File: src/rtl/mem_req_ctrl_if.sv
// Request/response handshake bundle between a client (master) and mem_req_ctrl (slave).
interface mem_req_ctrl_if #(
    parameter int ADDR_WIDTH = 2,
    parameter int DATA_WIDTH = 8
);
    logic                  req_valid;
    logic                  req_ready;
    logic                  req_write;
    logic [ADDR_WIDTH-1:0] req_addr;
    logic [DATA_WIDTH-1:0] req_wdata;
    logic                  rsp_valid;
    logic                  rsp_ready;
    logic [DATA_WIDTH-1:0] rsp_rdata;

    modport master (
        output req_valid, req_write, req_addr, req_wdata, rsp_ready,
        input  req_ready, rsp_valid, rsp_rdata
    );

    modport slave (
        input  req_valid, req_write, req_addr, req_wdata, rsp_ready,
        output req_ready, rsp_valid, rsp_rdata
    );
endinterface

File: src/rtl/mem_req_ctrl.sv
// Request front-end for a single-port, 1-cycle-latency memory: buffers requests,
// issues them in order, and returns read data through a credit-protected response FIFO.
module mem_req_ctrl #(
    parameter int ADDR_WIDTH = 2,
    parameter int DATA_WIDTH = 8,
    parameter int REQ_DEPTH  = 4,
    parameter int RSP_DEPTH  = 2
) (
    input  logic                  clk,
    input  logic                  reset,
    mem_req_ctrl_if.slave         bus,
    output logic [ADDR_WIDTH-1:0] mem_addr,
    output logic                  mem_wr_en,
    output logic                  mem_rd_en,
    output logic [DATA_WIDTH-1:0] mem_wdata,
    input  logic [DATA_WIDTH-1:0] mem_rdata,
    output logic                  idle
);
    localparam int REQ_PW = $clog2(REQ_DEPTH);
    localparam int RSP_PW = $clog2(RSP_DEPTH);
    localparam int RSP_DEPTH_I = RSP_DEPTH;
    localparam logic [RSP_PW+1:0] RSP_LIMIT = RSP_DEPTH_I[RSP_PW+1:0];

    logic [REQ_PW:0]       req_wp_q, req_wp_d, req_rp_q, req_rp_d;
    logic [RSP_PW:0]       rsp_wp_q, rsp_wp_d, rsp_rp_q, rsp_rp_d;
    logic                  rd_pending_q, rd_pending_d;

    logic                  req_wr_q    [REQ_DEPTH];
    logic [ADDR_WIDTH-1:0] req_addr_q  [REQ_DEPTH];
    logic [DATA_WIDTH-1:0] req_wdata_q [REQ_DEPTH];
    logic [DATA_WIDTH-1:0] rsp_data_q  [RSP_DEPTH];

    logic                  req_empty, req_full, req_push;
    logic                  rsp_empty, rsp_push, rsp_pop;
    logic                  head_write, can_rd, issue;
    logic [ADDR_WIDTH-1:0] head_addr;
    logic [DATA_WIDTH-1:0] head_wdata;
    logic [RSP_PW:0]       rsp_count;
    logic [RSP_PW+1:0]     rsp_used;

    // Request FIFO status; ready depends only on stored state, never on this cycle's issue.
    assign req_empty     = (req_wp_q == req_rp_q);
    assign req_full      = (req_wp_q[REQ_PW] != req_rp_q[REQ_PW]) &&
                           (req_wp_q[REQ_PW-1:0] == req_rp_q[REQ_PW-1:0]);
    assign bus.req_ready = !req_full;
    assign req_push      = bus.req_valid && !req_full;

    assign head_write = req_wr_q[req_rp_q[REQ_PW-1:0]];
    assign head_addr  = req_addr_q[req_rp_q[REQ_PW-1:0]];
    assign head_wdata = req_wdata_q[req_rp_q[REQ_PW-1:0]];

    // Read credit counts stored responses plus the one in flight; a same-cycle pop earns nothing.
    assign rsp_count = rsp_wp_q - rsp_rp_q;
    assign rsp_used  = {1'b0, rsp_count} + {{(RSP_PW+1){1'b0}}, rd_pending_q};
    assign can_rd    = (rsp_used < RSP_LIMIT);
    assign issue     = !req_empty && (head_write || can_rd);

    assign rsp_empty     = (rsp_wp_q == rsp_rp_q);
    assign bus.rsp_valid = !rsp_empty;
    assign bus.rsp_rdata = rsp_data_q[rsp_rp_q[RSP_PW-1:0]];
    assign rsp_pop       = !rsp_empty && bus.rsp_ready;
    assign rsp_push      = rd_pending_q;

    assign idle = req_empty && rsp_empty && !rd_pending_q;

    // Memory pins: driven from the FIFO head only in an issuing cycle, zero otherwise.
    always_comb begin
        mem_addr  = '0;
        mem_wdata = '0;
        mem_wr_en = 1'b0;
        mem_rd_en = 1'b0;
        if (issue) begin
            mem_addr  = head_addr;
            mem_wdata = head_wdata;
            mem_wr_en = head_write;
            mem_rd_en = !head_write;
        end
    end

    // Next-state for FIFO pointers and the read-in-flight flag.
    always_comb begin
        req_wp_d     = req_wp_q + {{REQ_PW{1'b0}}, req_push};
        req_rp_d     = req_rp_q + {{REQ_PW{1'b0}}, issue};
        rsp_wp_d     = rsp_wp_q + {{RSP_PW{1'b0}}, rsp_push};
        rsp_rp_d     = rsp_rp_q + {{RSP_PW{1'b0}}, rsp_pop};
        rd_pending_d = issue && !head_write;
    end

    // Control state; reset discards queued requests, in-flight reads and unread responses.
    always_ff @(posedge clk or posedge reset) begin
        if (reset) begin
            req_wp_q     <= '0;
            req_rp_q     <= '0;
            rsp_wp_q     <= '0;
            rsp_rp_q     <= '0;
            rd_pending_q <= 1'b0;
        end else begin
            req_wp_q     <= req_wp_d;
            req_rp_q     <= req_rp_d;
            rsp_wp_q     <= rsp_wp_d;
            rsp_rp_q     <= rsp_rp_d;
            rd_pending_q <= rd_pending_d;
        end
    end

    // Request storage, written at the tail on push.
    always_ff @(posedge clk) begin
        if (req_push) begin
            req_wr_q[req_wp_q[REQ_PW-1:0]]    <= bus.req_write;
            req_addr_q[req_wp_q[REQ_PW-1:0]]  <= bus.req_addr;
            req_wdata_q[req_wp_q[REQ_PW-1:0]] <= bus.req_wdata;
        end
    end

    // Response storage captures memory read data; cleared so rsp_rdata reads zero out of reset.
    always_ff @(posedge clk or posedge reset) begin
        if (reset) begin
            for (int i = 0; i < RSP_DEPTH; i++) rsp_data_q[i] <= '0;
        end else if (rsp_push) begin
            rsp_data_q[rsp_wp_q[RSP_PW-1:0]] <= mem_rdata;
        end
    end
endmodule

File: src/flat_wrapper.sv
// flat-port wrapper written by rule: the top's interface ports become plain ports
module mem_req_ctrl_flat 
#(
    parameter int ADDR_WIDTH = 2,
    parameter int DATA_WIDTH = 8,
    parameter int REQ_DEPTH  = 4,
    parameter int RSP_DEPTH  = 2
)
  (clk, reset, mem_addr, mem_wr_en, mem_rd_en, mem_wdata, mem_rdata, idle, bus_req_valid, bus_req_write, bus_req_addr, bus_req_wdata, bus_rsp_ready, bus_req_ready, bus_rsp_valid, bus_rsp_rdata);
  mem_req_ctrl_if #(.ADDR_WIDTH(ADDR_WIDTH), .DATA_WIDTH(DATA_WIDTH)) bus_i ();
  input  logic clk;
  input  logic reset;
  output logic [ADDR_WIDTH-1:0] mem_addr;
  output logic mem_wr_en;
  output logic mem_rd_en;
  output logic [DATA_WIDTH-1:0] mem_wdata;
  input  logic [DATA_WIDTH-1:0] mem_rdata;
  output logic idle;
  input wire logic [$bits(bus_i.req_valid)-1:0] bus_req_valid;
  input wire logic [$bits(bus_i.req_write)-1:0] bus_req_write;
  input wire logic [$bits(bus_i.req_addr)-1:0] bus_req_addr;
  input wire logic [$bits(bus_i.req_wdata)-1:0] bus_req_wdata;
  input wire logic [$bits(bus_i.rsp_ready)-1:0] bus_rsp_ready;
  output wire logic [$bits(bus_i.req_ready)-1:0] bus_req_ready;
  output wire logic [$bits(bus_i.rsp_valid)-1:0] bus_rsp_valid;
  output wire logic [$bits(bus_i.rsp_rdata)-1:0] bus_rsp_rdata;
  assign bus_i.req_valid = bus_req_valid;
  assign bus_i.req_write = bus_req_write;
  assign bus_i.req_addr = bus_req_addr;
  assign bus_i.req_wdata = bus_req_wdata;
  assign bus_i.rsp_ready = bus_rsp_ready;
  assign bus_req_ready = bus_i.req_ready;
  assign bus_rsp_valid = bus_i.rsp_valid;
  assign bus_rsp_rdata = bus_i.rsp_rdata;
  mem_req_ctrl #(.ADDR_WIDTH(ADDR_WIDTH), .DATA_WIDTH(DATA_WIDTH), .REQ_DEPTH(REQ_DEPTH), .RSP_DEPTH(RSP_DEPTH)) u_core (.clk(clk), .reset(reset), .bus(bus_i), .mem_addr(mem_addr), .mem_wr_en(mem_wr_en), .mem_rd_en(mem_rd_en), .mem_wdata(mem_wdata), .mem_rdata(mem_rdata), .idle(idle));
endmodule
File: config.mk
export PLATFORM = sky130hd
export DESIGN_NAME = mem_req_ctrl_flat
export DESIGN_NICKNAME = d
export VERILOG_FILES = /design/src/rtl/mem_req_ctrl_if.sv /design/src/rtl/mem_req_ctrl.sv /design/src/flat_wrapper.sv
export SDC_FILE = /design/constraint.sdc
export NUM_CORES = 1
export LEC_CHECK = 0
export CELL_PAD_IN_SITES_DETAIL_PLACEMENT = 0
export CELL_PAD_IN_SITES_GLOBAL_PLACEMENT = 1
export CORE_MARGIN = 1
export CORE_UTILIZATION = 48
export DETAILED_ROUTE_END_ITERATION = 8
export PLACE_DENSITY_LB_ADDON = 0.2
export SYNTH_ARGS = -nofsm -noshare
export SYNTH_HDL_FRONTEND = slang
export SYNTH_SLANG_ARGS = --single-unit
File: constraint.sdc
create_clock -name clk -period 6.5 [get_ports clk]
set_input_delay 1.3 -clock clk [delete_from_list [all_inputs] [get_ports clk]]
set_output_delay 1.3 -clock clk [all_outputs]
set_load 0.02 [all_outputs]
==> run_results.csv <==
group,metric,value,unit
outcome,outcome,"completed",
sta,setup_viol,0,
clock_network,h-tree-depth,3,
synthesis,syn_avg_cell_area,18.34,sq um
clock_network,root_buffer,"clkbuf_8",
layout,syn2layout_area_growth,25.47,%
layout,fin_util,62.57,%
grt,grtUsageMet1,23.23,%
sta,period_share,67.72,%
synthesis,yosys_register_bits,71,
placement,gp_congestion,0.6921,
sta,slew-limit-headroom,21.94,%
sta,fin_setup_tns,0,ps
floorplan,coreArea,0.005921,sq mm
synthesis,ys_types,23,
clock_network,cts.sinks,71,
critical_path,critPathMaxFanout,14,
drt,avgRoutedWirePerCell,18.11,microns
clock_network,cts_hold_buf,0,
sta,hold_viol_final,0,
floorplan,die_h,80.43,microns
grt,busiest_layer,"met2",
synthesis,ys_seq_area_share,67.63,%
drt,wirelength,5.305,mm
synthesis,syn-num-nets,192,
floorplan,initial_core_util,49.87,%
sta,rsz0062_at_grt,"no",
pwr,power.density,589.3,mW/mm^2
placement,hpwl,3.503,mm
drt,viasPerCell,5.389,
sta,max_freq,227.2,MHz
clock_network,worstSkewPairLatency,330,ps
critical_path,worst_setup_path_start_kind,"register",
floorplan,io_pins,46,
critical_path,arrival,3100,ps
layout,drive_gt1_share,25.23,%
drt,drc_errors,0,
clock_network,path_clk_slew,70,ps
grt,met3_usage,3.750,%
critical_path,crit_type,"register to output pin",
critical_path,slowest_delay,850,ps
clock_network,cts_buffers,9,
placement,port_buffers,45,
sta,final.setup_skew,6.305,ps
grt,met2_usage,30.68,%
clock_network,cts_buffer_depth,2,
layout,nets,244,
grt,overflow,0,
min_path,hold_class,"register to register",
sta,max_slew.worst_pin.slew,1167,ps
critical_path,crit_path_end_kind,"output pin",
grt,grt_pass1_wl,8.369,mm
drt,antenna_left,0,
critical_path,cp.required,5200,ps
sta,fin_crit,4402,ps
layout,diodes,0,
grt,antenna_found_initial,0,
clock_network,cts_tree,"done",
critical_path,worstPathCellList,"xor2_1 -> nor3b_2 -> nor3b_1 -> clkdlybuf4s50_1",
synthesis,synth_warnings,0,
flow_run,max_cap_viol_count,0,
synthesis,synthTopCellsByArea,"edfxtp_1 45%, dfrtp_1 23%, mux2_2 9.2%, mux4_2 8.4%, ha_1 3.4%",
critical_path,crit_slowest_cell,"dfrtp_1",
pwr,vdd_drop_max,352.2,uV
floorplan,num_rows,28,
clock_network,cts_resized,0,
drt,vias,1579,
clock_network,postCtsSetupRepairBufs,0,
sta,drv_slew,0,
floorplan,die_w,80.43,microns
drt,drtIter0Drc,70,
synthesis,syn_inst,161,
grt,grt_pass1_vias,1711,
synthesis,synth_top_area_share,44.75,%
drt,first_pass_iters,4,
synthesis,synth_top_area_cell,"edfxtp_1",
grt,grt_max_degree,28,
grt,track_usage,18.33,%
floorplan,die_area,0.006469,sq mm
synthesis,syn_area,0.002953,sq mm
pwr,leakage,1.378,nW
[state kept, by name, indices dropped and copies added, names as in the netlist]
register	count
u_core.rsp_data_q	16
u_core.req_wdata_q	32
u_core.req_wp_q	3
u_core.req_addr_q	8
u_core.req_wr_q	4
u_core.req_rp_q	3
u_core.rsp_rp_q	2
u_core.rsp_wp_q	2
u_core.rd_pending_q	1
[power by group]
group          internal (mW)  total, mW  leakage, nW  switching (mW)
logic                  0.533       1.02        0.539           0.485
clock network          0.252      0.409        0.117           0.157
registers              0.640      0.757        0.723           0.117
[cell usage in the layout (no fill, tap or decap)]
master	n
clkbuf_8	9
clkinv_2	2
clkinv_1	1
clkinvlp_4	1
a21oi_2	1
nor2_1	2
mux2_2	24
nor2b_1	1
clkdlybuf4s50_1	45
ha_1	8
nor3b_1	13
nor3b_2	1
and2_1	1
buf_4	3
or3_1	1
mux4_2	11
inv_1	4
dfrtp_1	27
bufinv_16	3
o31ai_1	1
nand2_1	3
xnor2_1	2
edfxtp_1	44
nand2b_1	1
xnor3_1	1
nor3_1	2
xor2_1	6
[cells by family (layout without fill, tap and decap cells)]
logic type,count (synthesis),after routing,share of synthesized area (%)
DFF,71,71,67.63
adders and majority gates,8,8,3.390
and+or+nand+nor,25,25,5.551
muxes,35,35,17.54
buffers and inverters,11,68,2.203
xor gates and xnor gates,9,9,3.136
AOI/OAI and AO/OA,2,2,0.5510
[worst max-delay path, delay by kind of cell (launching register included)]
family                    cells  cell delay, ps
DFF                           1             850
buffers and inverters         1             630
and+or+nand+nor               2            1060
xor gates and xnor gates      1             230
[layer usage]
metal  up-vias  share of wire (%)  routed length [microns]
met3         8                3.1                      163
met2        40                 52                     2772
met4         0                1.0                       53
li1        716                  -                        -
met1       815                 44                     2315
met5         -                  0                        0
[through the flow]
| stage | instances | hold WS [ps] | instance area [sq um] | setup slack [ps] | power, mW |
|---|---|---|---|---|---|
| after CTS | 293 | 496.8 | 3705 | 1980 | 2.216 |
| after global placement | 277 | 477.9 | 3470 | 2452 | 1.756 |
| final | 293 | 497.9 | 3705 | 2098 | 2.183 |
| after global routing | 293 | 504.4 | 3705 | 1810 | 2.313 |
| after detailed placement | 277 | 479.0 | 3470 | 2375 | 1.797 |
| after floorplan | 161 | 461.7 | 2953 | 3674 | 1.405 |
[layout make-up]
type                            instances  area, sq um
Multi-Input combinational cell         79        890.9
Sequential cell                        71         1997
Tap cell                               75        93.84
Clock inverter                          7        111.4
Inverter                                4        15.01
Fill cell                             453         2216
Clock buffer                            9        123.9
Timing Repair Buffer                   48        473.0
[Yosys cell counts]
library cell,count
or3_1,1
ha_1,8
nand2b_1,1
o31ai_1,1
edfxtp_1,44
nor3_1,2
buf_2,1
a21oi_2,1
xnor2_1,2
nor3b_2,1
inv_1,4
clkbuf_1,3
dfrtp_1,27
nor3b_1,13
and2_1,1
xor2_1,6
nor2b_1,1
nand2_1,3
buf_6,3
mux4_2,11
xnor3_1,1
nor2_1,2
mux2_2,24
[path summary, 6_finish.rpt]
kind / slack, ps / start / end / depth (start not counted)
min in group asynchronous: 1510 / reset / u_core.req_wp_q[0] / 2
min reg2reg: 500 / u_core.req_wp_q[2] / u_core.req_wp_q[2] / 1
max reg2reg: 3790 / u_core.req_rp_q[0] / u_core.req_rp_q[2] / 6
max: 2100 / u_core.req_rp_q[0] / idle / 4
min: 500 / u_core.req_wp_q[2] / u_core.req_wp_q[2] / 1
max in group asynchronous: 4370 / reset / u_core.rsp_rp_q[0] / 2
Note: power is estimated with default switching activity, not from simulation.
